==> config.mk <==
export PLATFORM = sky130hd
export DESIGN_NAME = piece_collision_flat
export DESIGN_NICKNAME = d
export VERILOG_FILES = /design/src/rtl/tetris_pkg.sv /design/src/rtl/piece_collision_if.sv /design/src/rtl/piece_cells.sv /design/src/rtl/piece_collision.sv /design/src/flat_wrapper.sv
export SDC_FILE = /design/constraint.sdc
export NUM_CORES = 1
export LEC_CHECK = 0
export CAP_MARGIN = 20
export CORE_MARGIN = 2
export CORE_UTILIZATION = 47
export DETAILED_ROUTE_END_ITERATION = 8
export PLACE_DENSITY = 0.67
export REMOVE_ABC_BUFFERS = 1
export SLEW_MARGIN = 40
export SYNTH_ARGS = -nofsm -noshare
export SYNTH_HDL_FRONTEND = slang
export SYNTH_SLANG_ARGS = --single-unit
==> constraint.sdc <==
create_clock -name clk -period 7.24 [get_ports clk]
set_input_delay 1.448 -clock clk [delete_from_list [all_inputs] [get_ports clk]]
set_output_delay 1.448 -clock clk [all_outputs]
set_load 0.01 [all_outputs]
==> src/rtl/tetris_pkg.sv <==
// Shared piece ids, move encodings, FSM state type and the tetromino shape-offset ROM.
package tetris_pkg;

  localparam logic [2:0] PieceNone = 3'd0;
  localparam logic [2:0] PieceI    = 3'd1;
  localparam logic [2:0] PieceO    = 3'd2;
  localparam logic [2:0] PieceT    = 3'd3;
  localparam logic [2:0] PieceS    = 3'd4;
  localparam logic [2:0] PieceZ    = 3'd5;
  localparam logic [2:0] PieceJ    = 3'd6;
  localparam logic [2:0] PieceL    = 3'd7;

  typedef enum logic [1:0] {
    DirDown  = 2'b00,
    DirLeft  = 2'b01,
    DirRight = 2'b10,
    DirRot   = 2'b11
  } dir_e;

  typedef enum logic [1:0] {StIdle, StAddr, StSample, StDone} state_e;

  typedef struct packed {
    logic signed [2:0] dx;
    logic signed [2:0] dy;
  } cell_off_t;

  // Offsets are for rotation 0 with +y pointing up; each clockwise step maps (dx,dy) -> (dy,-dx).
  function automatic cell_off_t shape_offset(input logic [2:0] id, input logic [1:0] rot,
                                             input logic [1:0] k);
    int dxs[4];
    int dys[4];
    logic signed [2:0] bx, by, t;
    cell_off_t off;
    case (id)
      PieceI:  begin dxs = '{-1, 0, 1, 2}; dys = '{0, 0, 0, 0}; end
      PieceO:  begin dxs = '{0, 1, 0, 1};  dys = '{0, 0, 1, 1}; end
      PieceT:  begin dxs = '{-1, 0, 1, 0}; dys = '{0, 0, 0, 1}; end
      PieceS:  begin dxs = '{-1, 0, 0, 1}; dys = '{0, 0, 1, 1}; end
      PieceZ:  begin dxs = '{-1, 0, 0, 1}; dys = '{1, 1, 0, 0}; end
      PieceJ:  begin dxs = '{-1, -1, 0, 1}; dys = '{1, 0, 0, 0}; end
      PieceL:  begin dxs = '{-1, 0, 1, 1}; dys = '{0, 0, 0, 1}; end
      default: begin dxs = '{0, 0, 0, 0};  dys = '{0, 0, 0, 0}; end
    endcase
    bx = 3'(dxs[k]);
    by = 3'(dys[k]);
    // The O piece is rotation-invariant; rotating it about its corner would shift it.
    if (id != PieceO) begin
      for (int r = 0; r < 3; r++) begin
        if (r < int'(rot)) begin
          t  = bx;
          bx = by;
          by = -t;
        end
      end
    end
    off.dx = bx;
    off.dy = by;
    return off;
  endfunction

endpackage

==> src/rtl/piece_collision_if.sv <==
// Request/result and board-RAM read signals of piece_collision; the master side owns the board.
interface piece_collision_if #(
  parameter int unsigned COORD_W = 5
) ();
  logic               Start;
  logic [COORD_W-1:0] x;
  logic [COORD_W-1:0] y;
  logic [2:0]         id;
  logic [1:0]         rot;
  logic [1:0]         dir;
  logic [COORD_W-1:0] pos_x;
  logic [COORD_W-1:0] pos_y;
  logic [2:0]         in_id;
  logic               Ready;
  logic               Done;
  logic               blocked;
  logic               place;

  modport master (
    output Start, x, y, id, rot, dir, in_id,
    input  pos_x, pos_y, Ready, Done, blocked, place
  );

  modport slave (
    input  Start, x, y, id, rot, dir, in_id,
    output pos_x, pos_y, Ready, Done, blocked, place
  );
endinterface

==> src/rtl/piece_cells.sv <==
// Combinational footprint: piece id, rotation and anchor to four signed board coordinates.
module piece_cells
  import tetris_pkg::*;
#(
  parameter int unsigned COORD_W = 5
) (
  input  logic [2:0]                id,
  input  logic [1:0]                rot,
  input  logic signed [COORD_W:0]   anchor_x,
  input  logic signed [COORD_W:0]   anchor_y,
  output logic signed [COORD_W:0]   cell_x [4],
  output logic signed [COORD_W:0]   cell_y [4]
);

  for (genvar i = 0; i < 4; i++) begin : g_cell
    cell_off_t off;
    assign off       = shape_offset(id, rot, 2'(i));
    assign cell_x[i] = anchor_x + $signed({{(COORD_W - 2){off.dx[2]}}, off.dx});
    assign cell_y[i] = anchor_y + $signed({{(COORD_W - 2){off.dy[2]}}, off.dy});
  end

endmodule

==> src/rtl/piece_collision.sv <==
// Tests one tetromino move against the board, one RAM read per in-board cell, early exit on hit.
// Define PIECE_SELF_MASK_EN to ignore board cells that belong to the piece's pre-move footprint.
module piece_collision
  import tetris_pkg::*;
#(
  parameter int unsigned BOARD_W = 10,
  parameter int unsigned BOARD_H = 20,
  parameter int unsigned COORD_W = 5
) (
  input  logic              clk,
  input  logic              Reset_n,
  piece_collision_if.slave  bus
);

  localparam logic signed [COORD_W:0] BoardW = (COORD_W + 1)'(BOARD_W);
  localparam logic signed [COORD_W:0] BoardH = (COORD_W + 1)'(BOARD_H);
  localparam logic signed [COORD_W:0] One    = (COORD_W + 1)'(1);

  state_e             state_q, state_d;
  logic [COORD_W-1:0] x_q, y_q;
  logic [2:0]         id_q;
  logic [1:0]         rot_q;
  dir_e               dir_q;
  logic [1:0]         k_q, k_d;
  logic [COORD_W-1:0] pos_x_q, pos_x_d, pos_y_q, pos_y_d;
  logic               blocked_q, blocked_d, place_q, place_d;
  logic               capture, finish, hit;

  logic signed [COORD_W:0] cand_ax, cand_ay;
  logic [1:0]              cand_rot;
  logic signed [COORD_W:0] cand_x [4];
  logic signed [COORD_W:0] cand_y [4];
  logic signed [COORD_W:0] cur_x, cur_y;
  logic                    out_of_board, above_board, self_hit, occupied;

  always_comb begin
    cand_ax  = $signed({1'b0, x_q});
    cand_ay  = $signed({1'b0, y_q});
    cand_rot = rot_q;
    unique case (dir_q)
      DirDown:  cand_ay  = $signed({1'b0, y_q}) - One;
      DirLeft:  cand_ax  = $signed({1'b0, x_q}) - One;
      DirRight: cand_ax  = $signed({1'b0, x_q}) + One;
      DirRot:   cand_rot = rot_q + 2'd1;
      default:  ;
    endcase
  end

  piece_cells #(
    .COORD_W (COORD_W)
  ) u_cand (
    .id       (id_q),
    .rot      (cand_rot),
    .anchor_x (cand_ax),
    .anchor_y (cand_ay),
    .cell_x   (cand_x),
    .cell_y   (cand_y)
  );

  assign cur_x        = cand_x[k_q];
  assign cur_y        = cand_y[k_q];
  assign out_of_board = cur_x[COORD_W] || (cur_x >= BoardW) || cur_y[COORD_W];
  assign above_board  = cur_y >= BoardH;

`ifdef PIECE_SELF_MASK_EN
  logic signed [COORD_W:0] prev_x [4];
  logic signed [COORD_W:0] prev_y [4];

  piece_cells #(
    .COORD_W (COORD_W)
  ) u_prev (
    .id       (id_q),
    .rot      (rot_q),
    .anchor_x ($signed({1'b0, x_q})),
    .anchor_y ($signed({1'b0, y_q})),
    .cell_x   (prev_x),
    .cell_y   (prev_y)
  );

  always_comb begin
    self_hit = 1'b0;
    for (int i = 0; i < 4; i++) begin
      if (prev_x[i] == $signed({1'b0, pos_x_q}) && prev_y[i] == $signed({1'b0, pos_y_q})) begin
        self_hit = 1'b1;
      end
    end
  end
`else
  assign self_hit = 1'b0;
`endif

  assign occupied = (bus.in_id != 3'd0) && !self_hit;

  always_ff @(posedge clk or negedge Reset_n) begin
    if (!Reset_n) begin
      state_q <= StIdle;
    end else begin
      state_q <= state_d;
    end
  end

  always_comb begin
    state_d = state_q;
    k_d     = k_q;
    pos_x_d = pos_x_q;
    pos_y_d = pos_y_q;
    capture = 1'b0;
    finish  = 1'b0;
    hit     = 1'b0;
    unique case (state_q)
      StIdle: begin
        if (bus.Start) begin
          capture = 1'b1;
          k_d     = 2'd0;
          if (bus.id == PieceNone) begin
            finish  = 1'b1;
            hit     = 1'b1;
            state_d = StDone;
          end else begin
            state_d = StAddr;
          end
        end
      end
      StAddr: begin
        if (out_of_board) begin
          finish  = 1'b1;
          hit     = 1'b1;
          state_d = StDone;
        end else if (above_board) begin
          // Cells above the visible board never collide and need no read.
          if (k_q == 2'd3) begin
            finish  = 1'b1;
            state_d = StDone;
          end else begin
            k_d = k_q + 2'd1;
          end
        end else begin
          pos_x_d = cur_x[COORD_W-1:0];
          pos_y_d = cur_y[COORD_W-1:0];
          state_d = StSample;
        end
      end
      StSample: begin
        if (occupied) begin
          finish  = 1'b1;
          hit     = 1'b1;
          state_d = StDone;
        end else if (k_q == 2'd3) begin
          finish  = 1'b1;
          state_d = StDone;
        end else begin
          k_d     = k_q + 2'd1;
          state_d = StAddr;
        end
      end
      StDone:  state_d = StIdle;
      default: state_d = StIdle;
    endcase
    blocked_d = finish ? hit : blocked_q;
    place_d   = finish ? (hit && !capture && dir_q == DirDown) : place_q;
  end

  always_comb begin
    bus.Ready   = (state_q == StIdle);
    bus.Done    = (state_q == StDone);
    bus.blocked = blocked_q;
    bus.place   = place_q;
    bus.pos_x   = pos_x_q;
    bus.pos_y   = pos_y_q;
  end

  always_ff @(posedge clk or negedge Reset_n) begin
    if (!Reset_n) begin
      x_q       <= '0;
      y_q       <= '0;
      id_q      <= PieceNone;
      rot_q     <= 2'd0;
      dir_q     <= DirDown;
      k_q       <= 2'd0;
      pos_x_q   <= '0;
      pos_y_q   <= '0;
      blocked_q <= 1'b0;
      place_q   <= 1'b0;
    end else begin
      if (capture) begin
        x_q   <= bus.x;
        y_q   <= bus.y;
        id_q  <= bus.id;
        rot_q <= bus.rot;
        dir_q <= dir_e'(bus.dir);
      end
      k_q       <= k_d;
      pos_x_q   <= pos_x_d;
      pos_y_q   <= pos_y_d;
      blocked_q <= blocked_d;
      place_q   <= place_d;
    end
  end

endmodule

==> src/flat_wrapper.sv <==
// flat-port wrapper written by rule: the top's interface ports become plain ports
module piece_collision_flat import tetris_pkg::*;
#(
  parameter int unsigned BOARD_W = 10,
  parameter int unsigned BOARD_H = 20,
  parameter int unsigned COORD_W = 5
)
  (clk, Reset_n, bus_Start, bus_x, bus_y, bus_id, bus_rot, bus_dir, bus_in_id, bus_pos_x, bus_pos_y, bus_Ready, bus_Done, bus_blocked, bus_place);
  piece_collision_if #(.COORD_W(COORD_W)) bus_i ();
  input  logic clk;
  input  logic Reset_n;
  input wire logic [$bits(bus_i.Start)-1:0] bus_Start;
  input wire logic [$bits(bus_i.x)-1:0] bus_x;
  input wire logic [$bits(bus_i.y)-1:0] bus_y;
  input wire logic [$bits(bus_i.id)-1:0] bus_id;
  input wire logic [$bits(bus_i.rot)-1:0] bus_rot;
  input wire logic [$bits(bus_i.dir)-1:0] bus_dir;
  input wire logic [$bits(bus_i.in_id)-1:0] bus_in_id;
  output wire logic [$bits(bus_i.pos_x)-1:0] bus_pos_x;
  output wire logic [$bits(bus_i.pos_y)-1:0] bus_pos_y;
  output wire logic [$bits(bus_i.Ready)-1:0] bus_Ready;
  output wire logic [$bits(bus_i.Done)-1:0] bus_Done;
  output wire logic [$bits(bus_i.blocked)-1:0] bus_blocked;
  output wire logic [$bits(bus_i.place)-1:0] bus_place;
  assign bus_i.Start = bus_Start;
  assign bus_i.x = bus_x;
  assign bus_i.y = bus_y;
  assign bus_i.id = bus_id;
  assign bus_i.rot = bus_rot;
  assign bus_i.dir = bus_dir;
  assign bus_i.in_id = bus_in_id;
  assign bus_pos_x = bus_i.pos_x;
  assign bus_pos_y = bus_i.pos_y;
  assign bus_Ready = bus_i.Ready;
  assign bus_Done = bus_i.Done;
  assign bus_blocked = bus_i.blocked;
  assign bus_place = bus_i.place;
  piece_collision #(.BOARD_W(BOARD_W), .BOARD_H(BOARD_H), .COORD_W(COORD_W)) u_core (.clk(clk), .Reset_n(Reset_n), .bus(bus_i));
endmodule
==> metrics.csv, run 1 <==
metric;value;unit
top-area cell type share of the netlist area;17.4;%
WS Path Type;flop to flop;
clk root buf;clkbuf_8;
Clock Sinks;33;
drt via density;5.92;
All-Layer GR Usage;23.4;%
critical path arrival;6450;ps
Seq/Total Area, Yosys;17.4;%
clk_skew;14.7;ps
final setup fails;0;
commonest cells after routing, fill and taps aside;ha_1, inv_1, nand2_1, clkdlybuf4s50_1;
Detail Route Antenna Nets;0;
area leader, netlist;dfrtp_1;
Tightest Pin Transition;746;ps
Yosys cell types;73;
most common cell after layout, fill and taps aside;ha_1;
Cell Area, Synth;4740;um2
startpoint types;flop;
Required @ worst endpoint;7420;ps
CP Max Fanout;11;
H-Tree Depth;2;
CP cell instances;ha_1, xor2_1, nand2b_1, o21ai_0, nand2_1, ha_1, mux2_2, a221oi_1, nor2_1, ha_1, a21oi_1, o21ai_0, and4_1, or4b_1, a211oi_2, nand2_1, or2_1, nor3b_2, buf_4, mux2_4;
ys flop type;dfrtp_1;
YS warnings;0;
Hold Vio Cnt, Final;0;
initial antenna violation count;0;
Routed WL;12.3;mm
Area contributors post-synth;dfrtp_1, ha_1, mux2_2;
outcome;finished clean;
crit path time final;6260;ps
Core Region;9770;um2
GPL Wtd Cong;0.915;
Max Transition Viols Final;0;
Max stage delay on crit path;560;ps
TNS Setup;0;ps
# Post-CTS Setup Buffers;0;
total of max-cap violations;0;
Vias;4179;
length of the first detailed-routing pass in iterations;5;
first-pass GRT wire length;20.7;mm
CTS resizes;0;
Post-DP HPWL;9.85;mm
CP Capture Type;flop;
grt total ovfl;0;
cell family with most CP delay;simple AND/OR/NAND/NOR gates;
die area;10900;um2
Cells after Synth;548;
total I/O pin count;37;
layout cells sized above 1;10.8;%
worst path bufs/invs;1;
CTS Hold Bufs;0;
DR DRC count;0;
Slew HR;50.3;%
Ant. Diodes;0;
EDFF count, synth;0;
largest net degree at the start of global routing;34;
RSZ-0062 raised after global routing;false;
Hold WC Path Type;flop to flop;
Clock Path Buffers;2;
Fmax;0.160;GHz
Die H;104;um
Reg clk slew, reported paths;80;ps
Layout area overhead;11.8;%
CP max-delay cell;xor2_1;
syn_area_per_cell;8.64;um2
CTS buffer count;5;
clk_lat worst skew;300;ps
Seq cells post-synth;33;
Wirelength per Cell;17.4;um
Initial Utilization;48.5;%
die width;104;um
Async SR Flop Fraction;100;%
Rows;36;
fillers;923;
Final Cycle Share;86.5;%
drt initial violations;262;
Crit path top cell by count;ha_1;
IO buf count;36;
clock tree from TritonCTS;done;
vias in the first global route;4083;
final net count;665;
[state kept, by name, summed over array words and instances, names as in the netlist]
register,cells
u_core.bus.blocked,1
u_core.bus.place,1
u_core.bus.pos_x,5
u_core.bus.pos_y,5
u_core.dir_q,2
u_core.id_q,3
u_core.k_q,2
u_core.rot_q,2
u_core.state_q,2
u_core.x_q,5
u_core.y_q,5
[per-layer routing]
| metal | GRT usage [%] | vias up | part of all wire (%) |
|---|---|---|---|
| met2 | 40.2 | 129 | 49 |
| met3 | 3.13 | 20 | 5.4 |
| met4 | 7.05 | 0 | 2.3 |
| li1 | - | 2019 | - |
| met5 | 0 | - | 0 |
| met1 | 30.4 | 2011 | 43 |
[Yosys cell counts (all sizes together) (3+ instances only)]
master and count:
mux4 9, clkbuf 18, nor2b 9, nor2 35
a21o 16, o21ai 38, ha 61, buf 10
o22ai 6, dfrtp 33, or3 5, nand4 3
nand3 8, xor2 24, o21bai 3, and2 4
mux2 28, a221oi 3, mux2i 10, nor3b 5
xnor2 22, fa 9, nand2b 6, a22oi 7
inv 46, nand2 41, a21oi 35, a211oi 5
[logic make-up after synthesis]
group,after synthesis,synth area share [%]
buffers and inverters,75,6.55
xor gates and xnor gates,46,8.51
DFF,33,17.4
AOI/OAI and AO/OA,142,19.3
muxes,47,13.4
and+or+nand+nor,135,14.8
adders and majority gates,70,19.9
[through the flow]
step	hold WS [ps]	setup slack, ps	instance area [um2]	util [%]	cells
after global placement	501	1290	5200	53.2	698
after global routing	553	487	5300	54.2	706
after floorplan	502	1450	4600	-	520
final	500	977	5300	54.2	706
after detailed placement	490	1050	5200	53.2	698
after CTS	512	1000	5290	54.1	706
[worst paths after layout]
check                                                 from                               to  slack (ps)  depth (start not counted)
setup / recovery               u_core.dir_q[1]$_DFFE_PN0P_  u_core.bus.pos_x[3]$_DFFE_PN0P_         980                         20
min in group asynchronous                          Reset_n       u_core.id_q[2]$_DFFE_PN0P_        1560                          2
max in group asynchronous                          Reset_n  u_core.bus.pos_y[4]$_DFFE_PN0P_        5360                          2
hold / removal             u_core.bus.pos_x[4]$_DFFE_PN0P_  u_core.bus.pos_x[4]$_DFFE_PN0P_         500                          1
hold reg to reg            u_core.bus.pos_x[4]$_DFFE_PN0P_  u_core.bus.pos_x[4]$_DFFE_PN0P_         500                          1
setup reg to reg               u_core.dir_q[1]$_DFFE_PN0P_  u_core.bus.pos_x[3]$_DFFE_PN0P_         980                         20
[layout make-up]
class                   instances  area, um2  area share (%)
clock buffers                   5       68.8            1.30
clock inverters                 3       17.5           0.331
inverters                      47        176            3.33
multi-input cells             440       3610            68.2
flip-flops and latches         33        826            15.6
well taps                     133        166            3.14
repair buffers                 45        428            8.08
Power of run 1 is not shown: default switching activity piles up to over one toggle a cycle in this logic, so the estimate is an artifact.
==> run 2, diff against run 1 <==
- CORE_UTILIZATION: 47 -> 50
- PLACE_DENSITY: 0.67 -> 0.7
==> metrics.csv, run 2 (synthesized netlist as in run 1, its figures left out) <==
metric;value;unit
drt initial violations;249;
first-pass GRT wire length;19.8;mm
All-Layer GR Usage;24.6;%
clk_lat worst skew;290;ps
worst flop-to-flop path endpoint;u_core.bus.pos_y[2]$_DFFE_PN0P_;
final setup fails;0;
Vias;4105;
startpoint types;flop;
r2r worst-path depth;20;
layout cells sized above 1;10.7;%
Fmax;0.158;GHz
Clock Path Buffers;2;
Layout area overhead;11.0;%
final net count;664;
largest net degree at the start of global routing;34;
IO buf count;36;
Post-DP HPWL;9.53;mm
outcome;finished clean;
initial antenna violation count;0;
Hold Crit Start;u_core.bus.pos_x[4]$_DFFE_PN0P_;
clk_skew;8.41;ps
grt total ovfl;0;
most common cell after layout, fill and taps aside;ha_1;
Initial Utilization;51.5;%
Slew HR;48.6;%
CTS Hold Bufs;0;
Hold WC Path Type;flop to flop;
PnR worst setup slack;902;ps
Placed Cells incl. Taps;675;
H-Tree Depth;2;
Max Transition Viols Final;0;
FF-to-FF Start;u_core.dir_q[1]$_DFFE_PN0P_;
total I/O pin count;37;
Hold Vio Cnt, Final;0;
Rows;35;
fin cells;683;
Die H;101;um
CP cell instances;ha_1, xor2_1, nand2b_1, o21ai_0, nand2_1, ha_1, mux2_2, a221oi_1, nor2_1, ha_1, a21oi_1, o21ai_0, and4_1, or4b_1, a211oi_2, nand2_1, or2_1, nor3b_2, buf_4, mux2_4;
Sequential cell area;826;um2
critical path arrival;6510;ps
drt via density;6.01;
Max stage delay on crit path;630;ps
Reg clk slew, reported paths;70;ps
Core Region;9200;um2
CTS resizes;0;
clock tree from TritonCTS;done;
WHS Endpoint;u_core.bus.pos_x[4]$_DFFE_PN0P_;
Final Cycle Share;87.5;%
TNS Setup;0;ps
Crit path top cell by count;ha_1;
Wirelength per Cell;17.5;um
Clock Sinks;33;
DR DRC count;0;
reg-to-reg slack, setup;900;ps
crit path time final;6340;ps
commonest cells after routing, fill and taps aside;ha_1, inv_1, nand2_1, clkdlybuf4s50_1;
vias in the first global route;4016;
Ant. Diodes;0;
fillers;821;
# Post-CTS Setup Buffers;0;
clk root buf;clkbuf_8;
worst path bufs/invs;1;
die area;10300;um2
CP Max Fanout;19;
dpl ws;925;ps
Detail Route Antenna Nets;0;
CTS buffer count;5;
length of the first detailed-routing pass in iterations;5;
CP max-delay cell;ha_1;
Tightest Pin Transition;766;ps
WS Path Type;flop to flop;
Required @ worst endpoint;7410;ps
CP Capture Type;flop;
cell family with most CP delay;simple AND/OR/NAND/NOR gates;
RSZ-0062 raised after global routing;false;
GPL Wtd Cong;0.924;
total of max-cap violations;0;
die width;101;um
Routed WL;11.9;mm
fin util;57.2;%
Hold Path Stages;1;
Multi-input gate area;3610;um2
==> run 2: changes by cell type in the layout (fill, tap and decap cells not counted) <==
cell | before | now
buf_4 | 9 | 8
xnor2_1 | 21 | 22
nor3b_2 | 1 | 2
xnor2_2 | 1 | 0
nor3b_1 | 4 | 3
==> run 2: layer usage <==
metal  vias up  GRT usage [%]  routed length [um]
met5         -              0                   0
met4         0           7.80                 251
met3        17           4.00                 697
met2       121           42.2                5900
met1      1949           31.7                5090
li1       2018              -                   -
==> run 2: worst register-to-register path, cell delays in order (launching register included) <==
cell	delay, ps
dfrtp_1	400
ha_1	630
xor2_1	610
nand2b_1	300
o21ai_0	230
nand2_1	80
ha_1	190
mux2_2	270
a221oi_1	450
nor2_1	180
ha_1	380
a21oi_1	210
o21ai_0	140
and4_1	210
or4b_1	530
a211oi_2	270
nand2_1	130
or2_1	310
nor3b_2	170
buf_4	240
mux2_4	320
==> run 2: cell type report <==
cell class / instances / area share [%]
clock buffer: 5 / 1.31
clock inverter: 3 / 0.333
multi-input combinational: 440 / 68.7
timing repair buffer: 44 / 8.00
inverter: 47 / 3.36
sequential: 33 / 15.7
tap: 111 / 2.64
==> run 2: per-stage QoR <==
stage / hold WS (ps) / cell area, um2
floorplan: 502 / 4600
global route: 531 / 5260
detailed placement: 495 / 5170
finish: 506 / 5260
CTS: 511 / 5250
global placement: 498 / 5160
==> run 2: worst max path at each step <==
stage	startpoint	endpoint	slack, ps	depth (start not counted)
floorplan	u_core.dir_q[1]$_DFFE_PN0P_	u_core.bus.pos_x[0]$_DFFE_PN0P_	1450	19
global route	u_core.dir_q[1]$_DFFE_PN0P_	u_core.bus.pos_y[2]$_DFFE_PN0P_	370	20
finish	u_core.dir_q[1]$_DFFE_PN0P_	u_core.bus.pos_y[2]$_DFFE_PN0P_	900	20
detailed placement	u_core.dir_q[1]$_DFFE_PN0P_	u_core.bus.pos_x[0]$_DFFE_PN0P_	920	20
CTS	u_core.dir_q[1]$_DFFE_PN0P_	u_core.bus.pos_y[2]$_DFFE_PN0P_	900	20
global placement	u_core.dir_q[1]$_DFFE_PN0P_	u_core.bus.pos_y[0]$_DFFE_PN0P_	1260	20
Power of run 2 is left out for the same reason.
==> run 3, diff against run 2 <==
- CAP_MARGIN: 20 -> not set
==> results of run 3 <==
No change in the layout: final DEF, timing and power equal those of run 2.
Power of run 3 is left out for the same reason.
